**src/rtl/stoch_net_engine.sv**
```systemverilog
// Two-layer stochastic bitstream network with a start/busy/done run controller.
// Define STOCH_NET_ABORT_EN to add an abort input that cancels a run in progress.
module stoch_net_engine #(
  parameter int IN_SIZE    = 2,
  parameter int HID_SIZE   = 2,
  parameter int OUT_SIZE   = 1,
  parameter int DATA_W     = 8,
  parameter int STREAM_LEN = 256,
  parameter int SEED       = 25,
  localparam int NW = HID_SIZE*IN_SIZE + OUT_SIZE*HID_SIZE,
  localparam int AW = (NW > 1) ? $clog2(NW) : 1,
  localparam int CW = $clog2(STREAM_LEN+1)
) (
  input  logic                      clk,
  input  logic                      rst,
  input  logic                      start,
  input  logic [IN_SIZE*DATA_W-1:0] in_vec,
  input  logic                      wr_en,
  input  logic [AW-1:0]             wr_addr,
  input  logic [DATA_W-1:0]         wr_data,
`ifdef STOCH_NET_ABORT_EN
  input  logic                      abort,
`endif
  output logic                      busy,
  output logic                      done,
  output logic                      out_valid,
  output logic [OUT_SIZE*CW-1:0]    out_vec
);

  localparam int NS  = IN_SIZE + NW;
  localparam int NNW = $clog2(STREAM_LEN);
  localparam int SIW = (IN_SIZE > 1) ? $clog2(IN_SIZE) : 1;
  localparam int SHW = (HID_SIZE > 1) ? $clog2(HID_SIZE) : 1;
  localparam int L2B = IN_SIZE + HID_SIZE*IN_SIZE;

  // Maximal-length feedback taps for widths 2..16.
  function automatic logic [DATA_W-1:0] lfsr_taps();
    logic [31:0] m;
    case (DATA_W)
      2:       m = 32'h0003;
      3:       m = 32'h0006;
      4:       m = 32'h000C;
      5:       m = 32'h0014;
      6:       m = 32'h0030;
      7:       m = 32'h0060;
      8:       m = 32'h00B8;
      9:       m = 32'h0110;
      10:      m = 32'h0240;
      11:      m = 32'h0500;
      12:      m = 32'h0829;
      13:      m = 32'h100D;
      14:      m = 32'h2015;
      15:      m = 32'h6000;
      default: m = 32'hD008;
    endcase
    return m[DATA_W-1:0];
  endfunction

  function automatic logic [DATA_W-1:0] seed_of(input int k);
    logic [DATA_W-1:0] s;
    s = DATA_W'(SEED + 5*k);
    if (s == '0) s = DATA_W'(1);
    return s;
  endfunction

  localparam logic [DATA_W-1:0] TAPS = lfsr_taps();

  typedef enum logic [1:0] {S_IDLE, S_RUN, S_DRAIN, S_DONE} state_t;

  state_t                      r_state, w_state_next;
  logic                        w_start_run, w_abort;
  logic [NNW-1:0]              r_n;
  logic [1:0]                  r_drain;
  logic [SIW-1:0]              r_sel_in;
  logic [SHW-1:0]              r_sel_h;
  logic [IN_SIZE*DATA_W-1:0]   r_in;
  logic [DATA_W-1:0]           r_w [NW];
  logic [CW-1:0]               r_cnt [OUT_SIZE];
  logic                        r_busy, r_done, r_out_valid;
  logic [OUT_SIZE*CW-1:0]      r_out_vec;

  logic [NS-1:0]               w_bits, r_s1_bits;
  logic [SIW-1:0]              r_s1_seli;
  logic [SHW-1:0]              r_s1_selh, r_s2_selh;
  logic                        r_s1_v, r_s2_v, r_s3_v;
  logic [HID_SIZE-1:0]         w_hid, r_s2_hid;
  logic [OUT_SIZE*HID_SIZE-1:0] r_s2_w2;
  logic [OUT_SIZE-1:0]         w_out, r_s3_out;

  always_comb begin
    w_state_next = r_state;
    w_start_run  = 1'b0;
    w_abort      = 1'b0;
    case (r_state)
      S_IDLE:  if (start) begin
                 w_state_next = S_RUN;
                 w_start_run  = 1'b1;
               end
      S_RUN:   if (r_n == NNW'(STREAM_LEN-1)) w_state_next = S_DRAIN;
      S_DRAIN: if (r_drain == 2'd2) w_state_next = S_DONE;
      default: w_state_next = S_IDLE;
    endcase
`ifdef STOCH_NET_ABORT_EN
    if (abort && (r_state == S_RUN || r_state == S_DRAIN)) begin
      w_state_next = S_IDLE;
      w_abort      = 1'b1;
    end
`endif
  end

  // busy is the registered RUN/DRAIN flag, so it trails the state by one cycle.
  always_ff @(posedge clk) begin
    if (rst) begin
      r_state     <= S_IDLE;
      r_n         <= '0;
      r_drain     <= '0;
      r_sel_in    <= '0;
      r_sel_h     <= '0;
      r_in        <= '0;
      r_busy      <= 1'b0;
      r_done      <= 1'b0;
      r_out_valid <= 1'b0;
      r_out_vec   <= '0;
      for (int j = 0; j < OUT_SIZE; j++) r_cnt[j] <= '0;
    end else begin
      r_state <= w_state_next;
      r_busy  <= (r_state == S_RUN || r_state == S_DRAIN) && !w_abort;
      r_done  <= (r_state == S_DONE);
      if (w_start_run) begin
        r_in        <= in_vec;
        r_n         <= '0;
        r_sel_in    <= '0;
        r_sel_h     <= '0;
        r_out_valid <= 1'b0;
        for (int j = 0; j < OUT_SIZE; j++) r_cnt[j] <= '0;
      end else begin
        if (r_state == S_RUN) begin
          r_n      <= r_n + NNW'(1);
          r_sel_in <= (r_sel_in == SIW'(IN_SIZE-1)) ? '0 : r_sel_in + SIW'(1);
          r_sel_h  <= (r_sel_h == SHW'(HID_SIZE-1)) ? '0 : r_sel_h + SHW'(1);
        end
        if (r_s3_v && !w_abort)
          for (int j = 0; j < OUT_SIZE; j++)
            if (r_s3_out[j]) r_cnt[j] <= r_cnt[j] + CW'(1);
      end
      if (r_state == S_RUN) r_drain <= '0;
      else if (r_state == S_DRAIN) r_drain <= r_drain + 2'd1;
      if (r_state == S_DONE) begin
        r_out_valid <= 1'b1;
        for (int j = 0; j < OUT_SIZE; j++) r_out_vec[j*CW +: CW] <= r_cnt[j];
      end
    end
  end

  always_ff @(posedge clk) begin
    if (rst) begin
      for (int j = 0; j < NW; j++) r_w[j] <= '0;
    end else if (wr_en && (r_state == S_IDLE || r_state == S_DONE) && (32'(wr_addr) < NW)) begin
      r_w[wr_addr] <= wr_data;
    end
  end

  // Source k: inputs first, then weights in address order (k = IN_SIZE + addr).
  for (genvar gi = 0; gi < NS; gi++) begin : gen_src
    logic [DATA_W-1:0] r_lfsr;
    logic [DATA_W-1:0] w_val;
    if (gi < IN_SIZE) begin : gen_in
      assign w_val = r_in[gi*DATA_W +: DATA_W];
    end else begin : gen_wt
      assign w_val = r_w[gi-IN_SIZE];
    end
    always_ff @(posedge clk) begin
      if (rst || w_start_run) r_lfsr <= seed_of(gi);
      else if (r_state == S_RUN) r_lfsr <= {r_lfsr[DATA_W-2:0], ^(r_lfsr & TAPS)};
    end
    assign w_bits[gi] = (r_lfsr <= w_val);
  end

  for (genvar gi = 0; gi < HID_SIZE; gi++) begin : gen_hid
    assign w_hid[gi] = r_s1_bits[int'(r_s1_seli)] &
                       r_s1_bits[IN_SIZE + gi*IN_SIZE + int'(r_s1_seli)];
  end

  for (genvar gi = 0; gi < OUT_SIZE; gi++) begin : gen_out
    assign w_out[gi] = r_s2_hid[int'(r_s2_selh)] & r_s2_w2[gi*HID_SIZE + int'(r_s2_selh)];
  end

  always_ff @(posedge clk) begin
    if (rst) begin
      r_s1_v    <= 1'b0;
      r_s2_v    <= 1'b0;
      r_s3_v    <= 1'b0;
      r_s1_bits <= '0;
      r_s1_seli <= '0;
      r_s1_selh <= '0;
      r_s2_selh <= '0;
      r_s2_hid  <= '0;
      r_s2_w2   <= '0;
      r_s3_out  <= '0;
    end else begin
      r_s1_v    <= (r_state == S_RUN) && !w_abort;
      r_s1_bits <= w_bits;
      r_s1_seli <= r_sel_in;
      r_s1_selh <= r_sel_h;
      r_s2_v    <= r_s1_v && !w_abort;
      r_s2_hid  <= w_hid;
      r_s2_w2   <= r_s1_bits[L2B +: OUT_SIZE*HID_SIZE];
      r_s2_selh <= r_s1_selh;
      r_s3_v    <= r_s2_v && !w_abort;
      r_s3_out  <= w_out;
    end
  end

  assign busy      = r_busy;
  assign done      = r_done;
  assign out_valid = r_out_valid;
  assign out_vec   = r_out_vec;

endmodule

```
**config.mk**
```make
export PLATFORM = sky130hd
export DESIGN_NAME = stoch_net_engine
export DESIGN_NICKNAME = d
export VERILOG_FILES = /design/src/rtl/stoch_net_engine.sv
export SDC_FILE = /design/constraint.sdc
export NUM_CORES = 1
export LEC_CHECK = 0
export BUFFER_PORTS_ARGS = -buffer_cell sky130_fd_sc_hd__buf_2
export CORE_UTILIZATION = 55
export DETAILED_ROUTE_END_ITERATION = 7
export GPL_TIMING_DRIVEN = 0
export PLACE_DENSITY_LB_ADDON = 0.1
export SYNTH_ARGS = -nofsm -noshare
export SYNTH_HDL_FRONTEND = slang
export SYNTH_SLANG_ARGS = --single-unit
```
**constraint.sdc**
```tcl
create_clock -name clk -period 2.2 [get_ports clk]
set_input_delay 0.55 -clock clk [delete_from_list [all_inputs] [get_ports clk]]
set_output_delay 0.55 -clock clk [all_outputs]
set_load 0.01 [all_outputs]
```
# --- Word-level counts from Yosys, hierarchy flattened ---
# Memories as Yosys holds them, arrays and structs flattened.
# Cells that the tools add are included.
classes:
  n_addsub: 7
  order_cmp: 13
  eq_ne: 8
  n_mux: 42
  n_bitwise: 3
  n_reduce_logical: 21
ops:
  columns: ["cell", "n"]
  rows:
  - ["less-or-equal comparator 8 bit", 8]
  - ["XOR reduction 8 bit", 8]
  - ["2-to-1 mux 1 bit", 32]
  - ["2-to-1 mux 9 bit", 2]
  - ["OR reduction 9 bit", 2]
  - ["adder 9 x 1 -> 9 bit (second input constant)", 1]
  - ["adder 8 x 1 -> 8 bit (second input constant)", 1]
  - ["equality test 8 bit (second input constant)", 1]
  - ["2-to-1 mux 8 bit", 1]
  - ["OR reduction 8 bit", 1]
  - ["binary-select mux 1 bit (select 3 bit)", 2]
  - ["equality test 2 bit (second input constant)", 3]
  - ["2-to-1 mux 2 bit", 3]
  - ["inequality test 2 bit (second input constant)", 3]
  - ["one-hot mux 2 bit (3 select lines)", 1]
  - ["adder 3 x 1 -> 4 bit (first input constant)", 1]
  - ["less-than comparator 1 x 4 -> 1 bit (second input constant)", 1]
  - ["less-than comparator 3 x 4 -> 1 bit (second input constant)", 1]
  - ["less-than comparator 4 bit (second input constant)", 1]
  - ["OR reduction 2 bit", 2]
  - ["adder 2 x 1 -> 3 bit (first input constant)", 1]
  - ["bitwise AND 1 bit", 3]
  - ["logical OR 1 bit", 3]
  - ["less-than comparator 3 bit (second input constant)", 1]
  - ["9 further kinds", 11]
totals:
  reg_bits: 125
  mem_bits_rw: 57
  out_inout_bits: 12
  wordCells: 124
  n_memories: 2
memory_table:
  columns: ["memory", "depth", "word_bits", "rd", "rd_clocked_by_memory_dff", "write_ports", "line", "source"]
  rows:
  - ["r_w", 6, 8, 6, 0, 6, "77", "logic [DATA_W-1:0] r_w [NW];"]
  - ["r_cnt", 1, 9, 1, 0, 1, "78", "logic [CW-1:0] r_cnt [OUT_SIZE];"]

# --- Longest topological paths before layout ---
# Gate-level depths: netlist (run 1).
logic_depth:
  depth_word: 9
  mapped_depth: 7

# --- Worst setup path after synthesis (run 1) ---
# No wires, ideal clock.
synth_timing:
  kind: "flip-flop to flip-flop"
  from: "register r_state[0]"
  to: "memory r_w[2][0], enable pin"
  setup_time_ns: 0.309
  arrival_time_ns: 1.772
  required_time_ns: 1.891
  slack_ns: 0.119
  stages_incl_launch_ff: 7
  path_buffers: 1
  path_cell_list: "dfxtp_1 > inv_1 > ha_1 > a2111oi_4 > and3b_1 > buf_4 > or2_2"
synth_lines:
  columns: ["item", "line", "source"]
  rows:
  - ["start, declared", "70", "state_t r_state, w_state_next;"]
  - ["start signal, assigned", "126", "r_state <= w_state_next;"]
  - ["end, declared", "77", null]

==> run summary, run 1 <==
CTS tree = built
CP Capture Type = register
Top-Level Pins = 43
unrepaired setup endpoints after global routing = true
Die Footprint = 15850 um^2
Top Layer Used = met4
fraction of the cycle the final worst path needs = 98.23%
TNS Setup = 0 ns
number of global-route vias before repair = 5950
DIE HEIGHT = 125.9 um
cell family with most CP delay = simple AND/OR/NAND/NOR gates
Pleak = 3.999 nW
Avg Vias per Cell = 5.391
#FFs+latches synth = 182
Layout Skew = 0.006018 ns
yosys warns = 0
routed length on met1 = 7926 um
H-tree levels = 4
sequential element share of the synthesized area = 49.90%
area occupied by multi-input gates = 3802 um^2
# hold bufs at CTS = 0
Seq. cell area = 4214 um^2
Synth cell types = 40
final wirelength = 17620 um
met2 WL = 8619 um
Reg2Reg Depth = 4
WP buf/inv = 1
crit start category = register
CTS clk-pin slew, worst paths = 0.07 ns
Max Freq = 462.7 MHz
synthesized area = 8444 um^2
final hold vios = 0
status = complete, no violations
initial antenna violation count = 0
GR Overflow Total = 0
worst hold stages = 3
dpl cells = 1063
synthesized area per cell = 10.09 um^2
final setup fails = 0
DR iter-0 viols = 356
PD cells = 1051 nW/um^2
headroom to the max-slew limit = 47.59%
WP data arrival = 2.28 ns
Design Area, Final = 9592 um^2
Post-synth ARST share = 0%
worst min path class = in -> reg
max incr delay on CP = 0.62 ns
clk root buf = clkbuf_16
GPL Wtd Cong = 0.8341
Sink Count = 182
Clock Latency Late Sink = 0.43 ns
Post-synth EDFFs = 57
CP max FO = 9
via count = 5936
Layout fillers = 1180
Synthesized Nets = 939
WL per Instance = 16.00 um
worst endpoint required time = 2.32 ns
Slew @ Worst Pin = 0.7862 ns
FP Rows = 44
layout cells sized above 1 = 12.43%
MaxCap Viol Count = 0
critical-path cell list = inv_1 -> ha_1 -> nor4_2 -> or2_2
overall power = 10.08 mW
DRC viols = 0
Post-Syn Instances = 837
met3 WL = 711 um
Final ANT Viol Nets = 0
maximum number of pins on one net before global-route repair = 17
WP depth = 4
Placed Instance Area = 8885 um^2
Max VDD drop = 0.6966 mV
TritonCTS Buffers = 17
nets = 1006
fin cells = 1101
Final Critical Period = 2.161 ns
initial core utilization = 57.23%
die width = 125.9 um
First-pass DRT Iterations = 4
Pins Over Slew Limit = 0
Main synth FF type = dfxtp_1
clk buf depth = 2
# port buffers = 42
first-pass GRT wire length = 29200 um
Total Routing Usage GR = 23.97%
Core Footprint = 14750 um^2
Inserted Diodes = 0
Area Overhead vs Synth = 13.59%
Setup CP Type = reg -> reg
CP max-delay cell = nor4_2
Final HPWL DP = 12760 um
## metal layers
metal / GRT usage (%) / up-vias
met2: 42.05 / 121
met3: 4.758 / 33
met1: 28.96 / 2820
met4: 9.213 / 0
met5: 0 / -
li1: - / 2962
## layout make-up
cell class              count  share of cell area [%]
inverters                  85                   3.326
clock inverters            13                   1.826
well taps                 184                   2.400
clock buffers              19                   4.735
flip-flops and latches    182                   43.93
plain buffers              29                   1.474
multi-input cells         541                   39.64
repair buffers             48                   2.661
## flip-flops by register name, indices dropped and copies added (netlist names), 2 cells and up
name and count:
r_n 8, r_s1_bits 8, r_cnt 9, r_s2_hid 2, r_w 48, r_state 2, r_drain 2, r_in 16
gen_src.r_lfsr 64, r_s2_w2 2, out_vec 9
## timing repair
item                                   4_1_cts  5_1_grt
pin swaps                                    2        1
setup endpoints to repair                   66       58
buffers inserted                             2        4
resized for setup                           11        6
endpoints found under the hold margin        0        0
## Yosys cell counts (4+ instances only)
library cell | number | area [um^2]
dfxtp_1 | 125 | 2502
nor2_1 | 106 | 397.9
inv_1 | 85 | 319.1
nand2_1 | 77 | 289.0
ha_1 | 71 | 888.4
mux2i_1 | 69 | 690.7
edfxtp_1 | 57 | 1712
xnor2_1 | 28 | 245.2
a21oi_1 | 25 | 125.1
nor2b_1 | 22 | 137.6
nand4_1 | 19 | 118.9
o21ai_0 | 18 | 90.09
and2_1 | 17 | 106.4
clkbuf_1 | 13 | 48.80
buf_2 | 12 | 60.06
nand3_1 | 12 | 60.06
a211oi_1 | 11 | 82.58
xor2_1 | 11 | 96.34
o21a_1 | 9 | 67.56
o211ai_1 | 7 | 52.55
a21o_1 | 6 | 45.04
mux2_2 | 4 | 45.04
nand2b_1 | 4 | 25.02
## path summary, 6_finish.rpt
kind	from	end	slack [ns]
worst max-delay path	r_state[0]	r_w[4][6]	0.04
worst min register to register	r_s1_selh	r_s2_selh	0.44
worst max register to register	r_state[0]	r_w[4][6]	0.04
worst min-delay path	in_vec[12]	r_in[12]	0.36
## per-stage QoR
step	utilization [%]	hold slack (ns)	worst slack, ns
after floorplan	-	0.4138	0.1188
after global placement	60.22	0.4195	-0.4969
after detailed placement	60.22	0.4239	-0.5736
after CTS	64.76	0.3461	-0.0005391
after global routing	65.01	0.3644	-0.1248
final	65.01	0.3606	0.03896
## power breakdown
group / internal, mW / leakage [nW] / switching [mW]
Clock: 1.96 / 0.314 / 1.28
Sequential: 3.93 / 1.61 / 0.328
Combinational: 1.09 / 2.07 / 1.49
## tightest hold or removal path: stages
cell     delay [ns]
buf_2          0.09
nand2_1        0.05
a21oi_1        0.05
## logic make-up (layout without fill, tap and decap cells)
group | count (synthesis) | after routing | synth area share, %
AOI/OAI and AO/OA | 88 | 88 | 6.979
muxes | 73 | 73 | 8.712
buffers and inverters | 114 | 194 | 5.334
DFF | 182 | 182 | 49.90
and+or+nand+nor | 270 | 270 | 14.51
xor gates and xnor gates | 39 | 39 | 4.045
adders and majority gates | 71 | 71 | 10.52
## placed cells by master, fill, tap and decap left out, drive strengths merged, types with 3 or more instances in the layout
cell type,instances
a211oi,11
a21o,6
a21oi,25
and2,17
and3,3
buf,64
bufinv,4
clkbuf,32
clkinv,6
dfxtp,125
edfxtp,57
ha,71
inv,88
mux2,4
mux2i,69
nand2,77
nand2b,4
nand3,12
nand4,19
nor2,106
nor2b,22
o211ai,7
o21a,9
o21ai,18
o31ai,3
xnor2,28
xor2,11
No activity file was read; power rests on OpenSTA's default activity.
==> run 2: changes to the inputs <==
--- a/config.mk
+++ b/config.mk
@@ -5,9 +5,9 @@
 export SDC_FILE = /design/constraint.sdc
 export NUM_CORES = 1
 export LEC_CHECK = 0
-export BUFFER_PORTS_ARGS = -buffer_cell sky130_fd_sc_hd__buf_2
 export CORE_UTILIZATION = 55
 export DETAILED_ROUTE_END_ITERATION = 7
+export DONT_BUFFER_PORTS = 1
 export GPL_TIMING_DRIVEN = 0
 export PLACE_DENSITY_LB_ADDON = 0.1
 export SYNTH_ARGS = -nofsm -noshare
==> run summary, run 2 (synthesis gave the netlist of run 1 again) <==
Pins Over Slew Limit = 0 (unchanged)
CP Capture Type = register
initial antenna violation count = 0 (unchanged)
Max VDD drop = 0.6388 mV (-8.3%)
met3 Usage GRT = 5.607% (+0.85 points)
maximum number of pins on one net before global-route repair = 17 (unchanged)
TritonCTS Buffers = 17 (unchanged)
layout cells sized above 1 = 8.477% (-4.0 points)
DIE HEIGHT = 125.9 um (unchanged)
Clock Latency Late Sink = 0.44 ns (about the same)
Setup crit start = r_state[0]
WL per Instance = 16.78 um (+4.9%)
MaxCap Viol Count = 0 (unchanged)
Final ANT Viol Nets = 0 (unchanged)
max reg flops = 64 (unchanged)
pre-CTS setup slack = -0.5311 ns (+0.04243 ns)
die width = 125.9 um (unchanged)
critical-path cell list = inv_1 -> ha_2 -> a2111oi_4 -> and3b_1 -> buf_4 -> or2_2
reg2reg end = r_w[2][5]
fraction of the cycle the final worst path needs = 91.71% (-6.5 points)
Critical R2R Launch = r_state[0]
status = complete, no violations
WP buf/inv = 2 (+1)
CTS clk-pin slew, worst paths = 0.07 ns (about the same)
final core occ = 63.30% (-1.7 points)
first-pass GRT wire length = 29080 um (-0.42%)
Final Hold Slack = 0.2378 ns (-0.1228 ns)
number of global-route vias before repair = 5948 (-0.034%)
WP data arrival = 2.15 ns (-0.13 ns)
worst hold stages = 2 (-1)
CTS tree = built
Critical Path Sink = r_w[2][5]
Max Freq = 495.6 MHz (+7.1%)
hold wc startpoint = in_vec[3]
Area Overhead vs Synth = 10.59%
clk root buf = clkbuf_16
Sink Count = 182 (unchanged)
Inserted Diodes = 0 (unchanged)
initial core utilization = 57.23% (unchanged)
largest registers = gen_src.r_lfsr (64), r_w (48), r_in (16)
max incr delay on CP = 0.38 ns (-0.24 ns)
crit start category = register
cell family with most CP delay = simple AND/OR/NAND/NOR gates
CP max FO = 9 (unchanged)
H-tree levels = 4 (unchanged)
GR peak layer = met2
GR Layer Usage met2 = 41.14% (-0.91 points)
Pleak = 3.782 nW (-5.4%)
PD cells = 1051 nW/um^2 (about the same)
# port buffers = 0 (-100%)
worst endpoint required time = 2.34 ns (+0.02 ns)
clk buf depth = 2 (unchanged)
final wirelength = 17740 um (+0.69%)
Layout fillers = 1231 (+4.3%)
Setup CP Type = reg -> reg
overall power = 9.815 mW (-2.6%)
worst min path class = in -> reg
setup ws final = 0.1823 ns (+0.1434 ns)
Final HPWL DP = 12740 um (-0.13%)
DR iter-0 viols = 324 (-9.0%)
Core Footprint = 14750 um^2 (unchanged)
Final Critical Period = 2.018 ns (-0.1434 ns)
GPL Wtd Cong = 0.8393 (+0.62%)
Avg Vias per Cell = 5.485 (+1.7%)
via count = 5798 (-2.3%)
Slew @ Worst Pin = 0.7673 ns (-0.01883 ns)
unrepaired setup endpoints after global routing = false
Die Footprint = 15850 um^2 (unchanged)
Reg2Reg Depth = 6 (+2)
nets = 962 (-4.4%)
GR Layer Usage met1 = 28.69% (-0.28 points)
DRC viols = 0 (unchanged)
Total Routing Usage GR = 23.81% (-0.16 points)
FP Rows = 44 (unchanged)
Layout Skew = 0.01161 ns (+0.005596 ns)
FF-to-FF setup slack = 0.18 ns (+0.14 ns)
GR Overflow Total = 0 (unchanged)
most common cell after layout, fill and taps aside = dfxtp_1
First-pass DRT Iterations = 4 (unchanged)
Reg with most FFs = gen_src.r_lfsr
final hold vios = 0 (unchanged)
headroom to the max-slew limit = 48.84% (+1.3 points)
WP depth = 6 (+2)
most frequent cells in the layout = dfxtp_1 (125), nor2_1 (105), inv_1 (85)
final setup fails = 0 (unchanged)
Top-Level Pins = 43 (unchanged)
CP max-delay cell = ha_2
-- run 2: worst min-delay path by stage --
stage	slack (ns)	end
final	0.24	r_in[3]
after detailed placement	0.43	r_s3_v
after global routing	0.24	r_in[6]
after CTS	0.23	r_in[3]
after floorplan	0.41	r_s2_selh
after global placement	0.42	r_s2_v
-- run 2: layout make-up --
cell class / instances / area, um^2 / area share (%)
Sequential cell: 182 / 4214 / 45.12
Inverter: 85 / 319.1 / 3.416
Multi-Input combinational cell: 541 / 3814 / 40.84
Timing Repair Buffer: 5 / 37.54 / 0.4019
Buffer: 28 / 137.6 / 1.474
Clock inverter: 13 / 122.6 / 1.313
Clock buffer: 19 / 464.2 / 4.971
Tap cell: 184 / 230.2 / 2.465
-- run 2: power breakdown --
| group | internal, mW | leakage, nW | switching, mW |
|---|---|---|---|
| clock network | 1.67 | 0.287 | 1.34 |
| logic | 1.07 | 1.88 | 1.47 |
| registers | 3.93 | 1.61 | 0.337 |
-- run 2: per-stage QoR --
step                instance area, um^2  instances  setup TNS (ns)
finish                             9339       1057               0
global route                       9339       1057               0
detailed placement                 8675       1021          -9.240
CTS                                9295       1055               0
floorplan                          8444        837               0
global placement                   8675       1021          -5.446
-- run 2: repair_timing --
item	CTS	global route
pin swaps	2	1
hold buffers	0	0
setup endpoints to repair	67	68
gates resized for setup	10	8
cloned	0	0
setup buffers	2	3
-- run 2: metal layers --
layer | up-vias | wire (um)
met1 | 2788 | 8012
met4 | 0 | 364
met2 | 112 | 8588
met3 | 27 | 774
li1 | 2871 | -
met5 | - | 0
==> run 3: changes to the inputs <==
==> constraint.sdc (replaced) <==
create_clock -name clk -period 1.6 [get_ports clk]
set_input_delay 0.4 -clock clk [delete_from_list [all_inputs] [get_ports clk]]
set_output_delay 0.4 -clock clk [all_outputs]
set_load 0.01 [all_outputs]
==> run summary, run 3 (synthesis gave the netlist of run 1 again) <==
Final Critical Period = 1.725 ns (-0.2925 ns)
initial antenna violation count = 0 (unchanged)
GR Overflow Total = 0 (unchanged)
status = complete, but fails checks
max incr delay on CP = 0.34 ns (-0.04 ns)
Layout Skew = 0.008267 ns (-0.003346 ns)
CP max FO = 8 (-1)
number of global-route vias before repair = 5993 (+0.76%)
largest registers = gen_src.r_lfsr (64), r_w (48), r_in (16)
TNS Setup = -5.468 ns (-5.468 ns)
Pleak = 3.963 nW (+4.8%)
CTS clk-pin slew, worst paths = 0.06 ns (about the same)
WL per Instance = 17.09 um (+1.8%)
final hold vios = 0 (unchanged)
WP buf/inv = 1 (-1)
Reg2Reg Depth = 5 (-1)
Design Area, Final = 9809 um^2 (+5.0%)
# hold bufs at CTS = 0 (unchanged)
Area Overhead vs Synth = 16.17%
most frequent cells in the layout = dfxtp_1 (122), nor2_1 (96), inv_1 (83)
Avg Vias per Cell = 5.465 (-0.36%)
CP Capture Type = register
die width = 125.9 um (unchanged)
Max Freq = 579.6 MHz (+17%)
clk buf depth = 2 (unchanged)
Core Footprint = 14750 um^2 (unchanged)
Clock Latency Late Sink = 0.44 ns (about the same)
Total Routing Usage GR = 24.52% (+0.71 points)
maximum number of pins on one net before global-route repair = 17 (unchanged)
Final HPWL DP = 12660 um (-0.67%)
MaxCap Viol Count = 0 (unchanged)
CTS tree = built
Critical Path Sink = r_w[2][1]
worst min path class = in -> reg
crit start category = register
clk root buf = clkbuf_16
max reg flops = 64 (unchanged)
FF-to-FF setup slack = -0.13 ns (-0.31 ns)
via count = 5837 (+0.67%)
initial core utilization = 57.23% (unchanged)
TritonCTS Buffers = 17 (unchanged)
Final ANT Viol Nets = 0 (unchanged)
first-pass GRT wire length = 29640 um (+1.9%)
most common cell after layout, fill and taps aside = dfxtp_1
Die Footprint = 15850 um^2 (unchanged)
worst endpoint required time = 1.74 ns (-0.60 ns)
reg2reg end = r_w[2][1]
CP max-delay cell = dfxtp_2
H-tree levels = 4 (unchanged)
WP depth = 5 (-1)
setup ws final = -0.1252 ns (-0.3075 ns)
layout cells sized above 1 = 14.71% (+6.2 points)
DIE HEIGHT = 125.9 um (unchanged)
Final Hold Slack = 0.09782 ns (-0.1400 ns)
area occupied by multi-input gates = 4070 um^2 (+6.7%)
Setup crit start = r_state[1]
GPL Wtd Cong = 0.8442 (+0.58%)
Inserted Diodes = 0 (unchanged)
final wirelength = 18250 um (+2.9%)
nets = 973 (+1.1%)
critical-path cell list = inv_2 -> ha_4 -> a2111oi_4 -> and3b_2 -> or2_4
unrepaired setup endpoints after global routing = true
Top-Level Pins = 43 (unchanged)
Critical R2R Launch = r_state[1]
FP Rows = 44 (unchanged)
Reg with most FFs = gen_src.r_lfsr
Seq. cell area = 4218 um^2 (about the same)
First-pass DRT Iterations = 4 (unchanged)
Sink Count = 182 (unchanged)
failing checks = negative setup slack
fraction of the cycle the final worst path needs = 107.8% (+16 points)
Max VDD drop = 0.9915 mV (+55%)
Setup CP Type = reg -> reg
Pins Over Slew Limit = 0 (unchanged)
headroom to the max-slew limit = 50.76% (+1.9 points)
final core occ = 66.49% (+3.2 points)
DR iter-0 viols = 298 (-8.0%)
Slew @ Worst Pin = 0.7386 ns (-0.02876 ns)
final setup fails = 80 (+80)
WP data arrival = 1.87 ns (-0.28 ns)
Layout fillers = 1154 (-6.3%)
Placed Instance Area = 8715 um^2 (+0.46%)
pre-CTS setup slack = -0.5465 ns (-0.01535 ns)
PD cells = 1462 nW/um^2 (+39%)
# port buffers = 0 (unchanged)
DRC viols = 0 (unchanged)
cell family with most CP delay = simple AND/OR/NAND/NOR gates
==> run 3: changes by cell type in the layout (fill, tap and decap cells not counted), sizes merged <==
cell	delta
inv	+1
clkinv	-3
clkbuf	-7
bufinv	+3
buf	+17
==> run 3: worst reg2reg max path: cells and delay by family (launching register included) <==
family	cells	cell delay, ns
AND/OR/NAND/NOR	2	0.43
AO/OA/AOI/OAI	1	0.33
buffers and inverters	1	0.06
flip-flops	1	0.34
adder cells (fa/ha/maj)	1	0.28
==> run 3: what timing repair did <==
item | 4_1_cts | 5_1_grt
buffers inserted | 10 | 8
pin swaps | 6 | 16
resized for setup | 44 | 65
hold endpoints to repair | 0 | 0
endpoints found under the setup margin | 200 | 156
==> run 3: layer usage <==
layer,share of wire (%),GRT usage [%],vias to the layer above
met1,42,29.24,2788
met2,50,42.67,114
met5,0,0,-
li1,-,-,2903
met3,4.8,3.993,32
met4,2.4,12.69,0
==> run 3: layout make-up <==
cell class | instances | area share, %
flip-flops and latches | 182 | 43.00
multi-input cells | 541 | 41.49
clock buffers | 18 | 4.375
inverters | 85 | 3.253
well taps | 184 | 2.347
plain buffers | 26 | 1.990
clock inverters | 14 | 1.837
repair buffers | 18 | 1.709
==> run 3: metrics by stage <==
stage / cells / power [mW]
6_report: 1068 / 14.34
2_1_floorplan: 837 / 8.493
3_3_place_gp: 1021 / 9.285
4_1_cts: 1061 / 14.13
3_5_place_dp: 1021 / 9.454
5_1_grt: 1068 / 15.09
==> run 3: worst min-delay path by stage <==
stage          startpoint         to  slack [ns]  cells past startpoint
3_5_place_dp       r_s1_v     r_s2_v        0.44                      1
3_3_place_gp       r_s1_v     r_s2_v        0.42                      1
5_1_grt         in_vec[6]    r_in[6]         0.1                      2
6_report       in_vec[11]   r_in[11]         0.1                      2
2_1_floorplan   r_s1_selh  r_s2_selh        0.41                      1
4_1_cts         in_vec[4]    r_in[4]        0.08                      2
==> run 3: power breakdown <==
part           switching [mW]  leakage [nW]  internal (mW)  total [mW]
clock                    1.75         0.300           2.60        4.35
combinational            2.22          2.05           1.89        4.11
sequential              0.466          1.61           5.41        5.88
total                    4.44          3.96           9.90        14.3
